<file path="src/rtl/pilot_input_conditioner.sv">
// pilot_input_conditioner: synchronises, debounces and hands off the pad input
// word to oto_pilot over a valid/ready handshake with change mask and overrun.
// Optional feature macro: PILOT_IN_DEBOUNCE_EN (defined: per-bit debounce
// counters; undefined: stable follows the synchronised input every cycle).
module pilot_input_conditioner #(
  parameter int unsigned WIDTH           = 19,
  parameter int unsigned SYNC_STAGES     = 2,
  parameter int unsigned DEBOUNCE_CYCLES = 16
) (
  input  logic             clock,
  input  logic             reset,
  input  logic [WIDTH-1:0] pin_in,
  output logic [WIDTH-1:0] sample_data,
  output logic [WIDTH-1:0] change_mask,
  output logic             sample_valid,
  input  logic             sample_ready,
  output logic             overrun,
  input  logic             clear_overrun
);

  // Elaboration-time parameter sanity checks
  if (SYNC_STAGES < 2) begin : g_chk_sync
    $error("pilot_input_conditioner: SYNC_STAGES must be at least 2");
  end
  if (DEBOUNCE_CYCLES < 1) begin : g_chk_deb
    $error("pilot_input_conditioner: DEBOUNCE_CYCLES must be at least 1");
  end

  logic [WIDTH-1:0] sync_q [SYNC_STAGES];
  logic [WIDTH-1:0] sync;
  logic [WIDTH-1:0] stable;
  logic [WIDTH-1:0] stable_nxt;
  logic [WIDTH-1:0] last;
  logic             load_c;
  logic             stall_c;

  assign sync = sync_q[SYNC_STAGES-1];

  // Synchroniser chains, one per pad bit
  always_ff @(posedge clock) begin
    if (!reset) begin
      for (int s = 0; s < SYNC_STAGES; s++) sync_q[s] <= '0;
    end else begin
      sync_q[0] <= pin_in;
      for (int s = 1; s < SYNC_STAGES; s++) sync_q[s] <= sync_q[s-1];
    end
  end

`ifdef PILOT_IN_DEBOUNCE_EN
  localparam int unsigned       CNT_W    = $clog2(DEBOUNCE_CYCLES + 1);
  localparam logic [CNT_W-1:0]  CNT_LAST = CNT_W'(DEBOUNCE_CYCLES - 1);

  logic [CNT_W-1:0] cnt     [WIDTH];
  logic [CNT_W-1:0] cnt_nxt [WIDTH];

  // Per-bit debounce: commit a toggle after DEBOUNCE_CYCLES disagreeing samples
  always_comb begin
    stable_nxt = stable;
    for (int i = 0; i < WIDTH; i++) begin
      cnt_nxt[i] = '0;
      if (sync[i] != stable[i]) begin
        if (cnt[i] == CNT_LAST) stable_nxt[i] = ~stable[i];
        else                    cnt_nxt[i]    = cnt[i] + CNT_W'(1);
      end
    end
  end

  // Debounce counter registers
  always_ff @(posedge clock) begin
    if (!reset) begin
      for (int i = 0; i < WIDTH; i++) cnt[i] <= '0;
    end else begin
      for (int i = 0; i < WIDTH; i++) cnt[i] <= cnt_nxt[i];
    end
  end
`else
  // Debounce disabled: stable tracks the synchronised input directly
  assign stable_nxt = sync;
`endif

  // Debounced state register
  always_ff @(posedge clock) begin
    if (!reset) stable <= '0;
    else        stable <= stable_nxt;
  end

  assign stall_c = sample_valid && !sample_ready;
  assign load_c  = (!sample_valid || sample_ready) && (stable != last);

  // Output word register; coalesces pending commits into one word while stalled
  always_ff @(posedge clock) begin
    if (!reset) begin
      sample_data  <= '0;
      change_mask  <= '0;
      last         <= '0;
      sample_valid <= 1'b0;
    end else if (load_c) begin
      sample_data  <= stable;
      change_mask  <= stable ^ last;
      last         <= stable;
      sample_valid <= 1'b1;
    end else if (sample_valid && sample_ready) begin
      sample_valid <= 1'b0;
    end
  end

  // Sticky overrun: a commit while the consumer stalls; set beats clear
  always_ff @(posedge clock) begin
    if (!reset)                               overrun <= 1'b0;
    else if (stall_c && (stable_nxt != stable)) overrun <= 1'b1;
    else if (clear_overrun)                   overrun <= 1'b0;
  end

endmodule

</file>
<file path="config.mk">
export PLATFORM = sky130hd
export DESIGN_NAME = pilot_input_conditioner
export DESIGN_NICKNAME = d
export VERILOG_FILES = /design/src/rtl/pilot_input_conditioner.sv
export SDC_FILE = /design/constraint.sdc
export NUM_CORES = 1
export LEC_CHECK = 0
export CAP_MARGIN = 25
export CORE_MARGIN = 2
export CORE_UTILIZATION = 48
export CTS_CLUSTER_SIZE = 30
export DETAILED_ROUTE_END_ITERATION = 10
export GPL_TIMING_DRIVEN = 1
export HOLD_SLACK_MARGIN = 0.08
export PLACE_DENSITY_LB_ADDON = 0.3
export SETUP_SLACK_MARGIN = 0.1
export SLEW_MARGIN = 25
export SYNTH_ARGS = -nofsm -noshare
export SYNTH_HDL_FRONTEND = slang
export SYNTH_SLANG_ARGS = --single-unit
export TNS_END_PERCENT = 5
</file>
<file path="constraint.sdc">
create_clock -name clock -period 1.6 [get_ports clock]
set_clock_uncertainty 0.1 [all_clocks]
set_input_delay 0.4 -clock clock [delete_from_list [all_inputs] [get_ports clock]]
set_output_delay 0.4 -clock clock [all_outputs]
set_load 0.1 [all_outputs]
</file>
# Word level (Yosys, flattened, before mapping)
# Memory sizes are Yosys's and may differ from the RTL's.
# Cells that the tools add are included.
dict set report totals {
  reg_bits 59
  word_cells 28
  latch_bits 0
  ram_bits 38
  input_bits 23
  mem_bits_ro 0
  out_inout_bits 40
  n_memories 1
}
# name words word_bits read_ports rd_clocked_by_memory_dff wr line_no
set memory_table {}
lappend memory_table {sync_q 2 19 2 0 2 29} ;# logic [WIDTH-1:0] sync_q [SYNC_STAGES];
dict set report classes {
  n_shift 0
  n_eq_ne 2
  div 0
  magnitude_cmp 0
  n_mul 0
  n_reduce_logical 9
  addsub 0
  muxes 8
  n_bitwise 3
}
# op count
set ops {}
lappend ops {{19-bit two-way mux} 2}
lappend ops {{19-bit != test} 2}
lappend ops {{19-bit XOR} 1}
lappend ops {{1-bit two-way mux} 6}
lappend ops {{1-bit logical AND} 4}
lappend ops {{2-bit nonzero test} 2}
lappend ops {{1-bit zero test} 2}
lappend ops {{1-bit OR} 2}
lappend ops {{1-bit logical OR} 1}

# Logic depth before layout (Yosys ltp)
# Gate-level depths: netlist of run 1.
dict set report depth {
  word_depth 4
  depth_mapped 7
}

# Least setup slack after synthesis of run 1
# No wires, ideal clock.
dict set report synth_timing {
  kind {register to register}
  startpoint {reg last[2]}
  endpoint {reg sample_valid}
  required_time_ns 1.380
  slack_ns -0.761
  arrival_ns 2.142
  setup_time_ns 0.120
  stages_incl_launch_ff 7
  period_less_slack_ns 2.361
  cell_sequence {dfxtp_1 xor2_1 nor4_1 nand3_1 buf_2 buf_2 o31a_1}
}
dict set report synth_between {
  elab_chain_len 3
  elab_cells_between_ends 4
}
# item line_no
set synth_rtl {}
lappend synth_rtl {{start, declared} 33} ;# logic [WIDTH-1:0] last;
lappend synth_rtl {{start signal, assigned} 100} ;# last <= stable;
lappend synth_rtl {{19-bit != test *} 88} ;# assign load_c = (!sample_valid || sample_ready) && (stable != last);
lappend synth_rtl {{1-bit logical AND *} 88}
lappend synth_rtl {{1-bit two-way mux / 2-bit nonzero test (equally long branches)} --}
lappend synth_rtl {{end signal, assigned} 96} ;# sample_valid <= 1'b0;
lappend synth_rtl {{end signal, assigned} 101} ;# sample_valid <= 1'b1;
lappend synth_rtl {{end signal, assigned} 103} ;# sample_valid <= 1'b0;
lappend synth_rtl {{end, declared} 15} ;# output logic sample_valid,
# Every way passes the cells marked *; elsewhere a longest branch is shown, timed or not.
# A chain may end at the register's enable or synchronous reset.

# Worst setup path in the final report of run 1
dict set report layout_timing {
  startpoint {reg stable[9]}
  endpoint {reg last[0]}
}
dict set report layout_between {
  elab_chain_len 2
}
# item line_no
set layout_rtl {}
lappend layout_rtl {{start, declared} 31} ;# logic [WIDTH-1:0] stable;
lappend layout_rtl {{start signal, assigned} 84} ;# else stable <= stable_nxt;
lappend layout_rtl {{19-bit != test} 88}
lappend layout_rtl {{1-bit logical AND} 88}
# Every way passes these cells.

==> results.md, run 1 <==
* Most used DFF post-synth: dfxtp_1
* Worst Tran Pin Value at 695 ps
* Clk pwr share at 25.9%
* Power Density at 985 nW/um^2
* WL/cell at 16.0 microns
* Syn_nets at 441
* P&R area growth vs syn at 53.2%
* Critical Path Source: stable[9]
* Initial core utilization at 49.8%
* Number of vias in the routed layout at 3389
* P_int at 3840 uW
* Library cells used by synthesis at 18
* Largest net degree at the start of global routing at 51
* Fin. max-slew vios at 0
* Syn Area/Cell at 9.31 sq um
* # clock sinks at 97
* Syn Std Cell Area at 3890 sq um
* Drt pass-1 iters at 4
* Critical Path End Type: register
* Number of flops mapped to enable cells by yosys at 0
* First-pass GRT wire length at 16200 microns
* Run status: finished with violations
* FF+latch count, synth at 97
* Root Buffer: clkbuf_8
* Final setup vio count at 40
* Port bufs at 62
* WL final at 9950 microns
* Final core utilization at 76.3%
* I/O pin total at 63
* Failing checks: setup timing
* Sequential area share after synthesis at 49.9%
* RR Startpoint: stable[9]
* Number of synthesis warnings at 0
* Final GP Congestion at 0.816
* Leakage at 0.00253 uW
* Number of global-route vias before repair at 3407
* Switching share of total power at 34.6%
* CTS tree: built
* Register-to-Register Path Depth at 6
* Die height at 94.0 microns
* Critical path class: register to register
* Post-synth ARST share at 0%
* WP data arrival at 2010 ps
* Detail Route Antenna Nets at 0
* Final hold viol count at 0
* CP endpoint: last[0]
* Power share of the sequential group at 44.4%
* FMAX at 0.538 GHz
* Slew HR at 53.7%
* Worst-path clk slew at 100 ps
* Grt total ovfl at 0
* Core area at 7810 sq um
* RSZ-0062 raised after global routing: true
* Ant diodes at 0
* Die Wd at 94.0 microns
* Die Area at 8840 sq um
* Fillcell total at 472
* Psw at 2030 uW
* Minimum clock period at 1860 ps
* Tcrit/Tclk final at 116%
* Skew-Pair Late Insertion Delay at 360 ps
* Drc violations at 0
* Design Area, Final at 5960 sq um
* Crit-path max FO at 12
* DP HPWL at 6630 microns
* Final Net Count at 539
* Reg2reg setup slack at -260 ps
* Logic pwr share at 29.7%
* Number of H-tree levels at 3
* WP data required at 1750 ps
* Layout cells sized above 1 at 31.7%
* Worst vdd ir at 0.000719 V
* Antenna violations before repair at 0
* Placed inst area at 5460 sq um
* Max-Cap Viols at 0
* CTS buffer count at 9
* FP Rows at 32
* Hold Crit Class: register to register
* CTS max path bufs at 2
* DP Worst Slack at -480 ps
* Synth Instances at 418
* DRT iter0 DRCs at 204
* GRT Util Overall at 23.7%
* DR vias/cell at 5.44
* R2r endpoint: last[0]
* Final setup margin at -260 ps
* Worst Setup Start Kind: register
metal layers:
layer | routed length, microns | vias to the layer above | track usage [%]
met2 | 4840 | 120 | 38.2
met5 | 0 | - | 0
li1 | - | 1660 | -
met4 | 391 | 0 | 12.2
met3 | 528 | 29 | 5.62
met1 | 4180 | 1580 | 29.4
Yosys cell counts, types with 8 or more instances:
| cell | n | area, sq um |
|---|---|---|
| dfxtp_1 | 97 | 1940 |
| xor2_1 | 38 | 333 |
| nor4_1 | 9 | 56.3 |
| nand2_1 | 78 | 293 |
| and3_1 | 19 | 119 |
| nand3_1 | 20 | 100 |
| buf_2 | 8 | 40.0 |
| a2bb2oi_1 | 19 | 166 |
| o311ai_1 | 38 | 333 |
| clkbuf_1 | 27 | 101 |
| and2_1 | 58 | 363 |
power groups by stage:
stage	registers [uW]	clock network [uW]	logic, uW
3_3_place_gp	2650	0	1470
4_1_cts	2600	1550	1660
2_1_floorplan	3030	0	573
3_5_place_dp	2650	0	1500
6_report	2610	1520	1750
5_1_grt	2620	1660	1830
cell families after synthesis:
group,Yosys count,synth area share (%)
flops,97,49.9
compound gates,59,13.2
simple gates,189,24.7
buf+inv,35,3.63
xor+xnor,38,8.55
critical path: stages (launching register included):
cell and delay, ps:
dfxtp_2 350, xor2_2 190, nor4_2 290, buf_4 180
nand3_4 140, buf_6 200, o311ai_1 290
sequential cells by signal, indices dropped and copies added (netlist names):
signal,flops
sync_q,38
stable,19
overrun,1
last,19
sample_valid,1
change_mask,19
area by class of cell:
class	instances	area, sq um	share of cell area [%]
clock buffer	10	138	2.31
clock inverter	6	50.0	0.840
multi-input combinational	286	1990	33.4
sequential	97	2020	33.9
tap	102	128	2.14
timing repair buffer	122	1640	27.5
per-stage QoR:
step | cells | power (uW) | hold slack [ps] | setup TNS [ps]
CTS | 623 | 5820 | 338 | -5520
global placement | 604 | 4110 | 316 | -11960
finish | 623 | 5870 | 334 | -8700
global route | 623 | 6100 | 351 | -10590
detailed placement | 604 | 4160 | 317 | -14120
floorplan | 418 | 3600 | 312 | -6200
worst min-delay path by stage:
stage	start	to	slack [ps]	cells past startpoint
global placement	sync_q[0][8]	sync_q[0][27]	320	1
global route	sync_q[0][10]	sync_q[0][29]	350	1
CTS	sync_q[0][11]	sync_q[0][30]	340	1
floorplan	sync_q[0][0]	sync_q[0][19]	310	1
finish	sync_q[0][11]	sync_q[0][30]	330	1
detailed placement	sync_q[0][0]	sync_q[0][19]	320	1
what timing repair did:
| item | in CTS | in global routing |
|---|---|---|
| pin swaps | 2 | 2 |
| gates cloned | 1 | 0 |
| gates resized for setup | 34 | 21 |
| setup endpoints to repair | 62 | 76 |
| hold buffers | 0 | 0 |
| setup buffers | 2 | 0 |
cells in the final DEF, fill, tap and decap left out, types with 2 or more instances in the layout:
master           netlist  layout
o311ai_2               0      12
buf_6                  0      20
buf_4                  0      33
dfxtp_1               97      74
buf_12                 0      46
xor2_1                38      35
inv_8                  0       2
a2bb2oi_2              0       3
dfxtp_2                0       4
o311ai_1              38      26
nor4_2                 0       3
and2_1                58      58
clkdlybuf4s50_1        0      21
dfxtp_4                0      19
a2bb2oi_1             19      16
nand3_1               20      19
nor4_1                 9       5
and3_1                19      19
nand2_2                0       2
xor2_2                 0       3
nand2_1               78      76
clkbuf_8               0      10
Note: power is estimated with default switching activity, not from simulation.
==> inputs of run 2 (changes only) <==
CAP_MARGIN = 10   (was 25)
==> results of run 2 <==
Same layout as run 1: the final DEF is identical, and so are final timing and power.
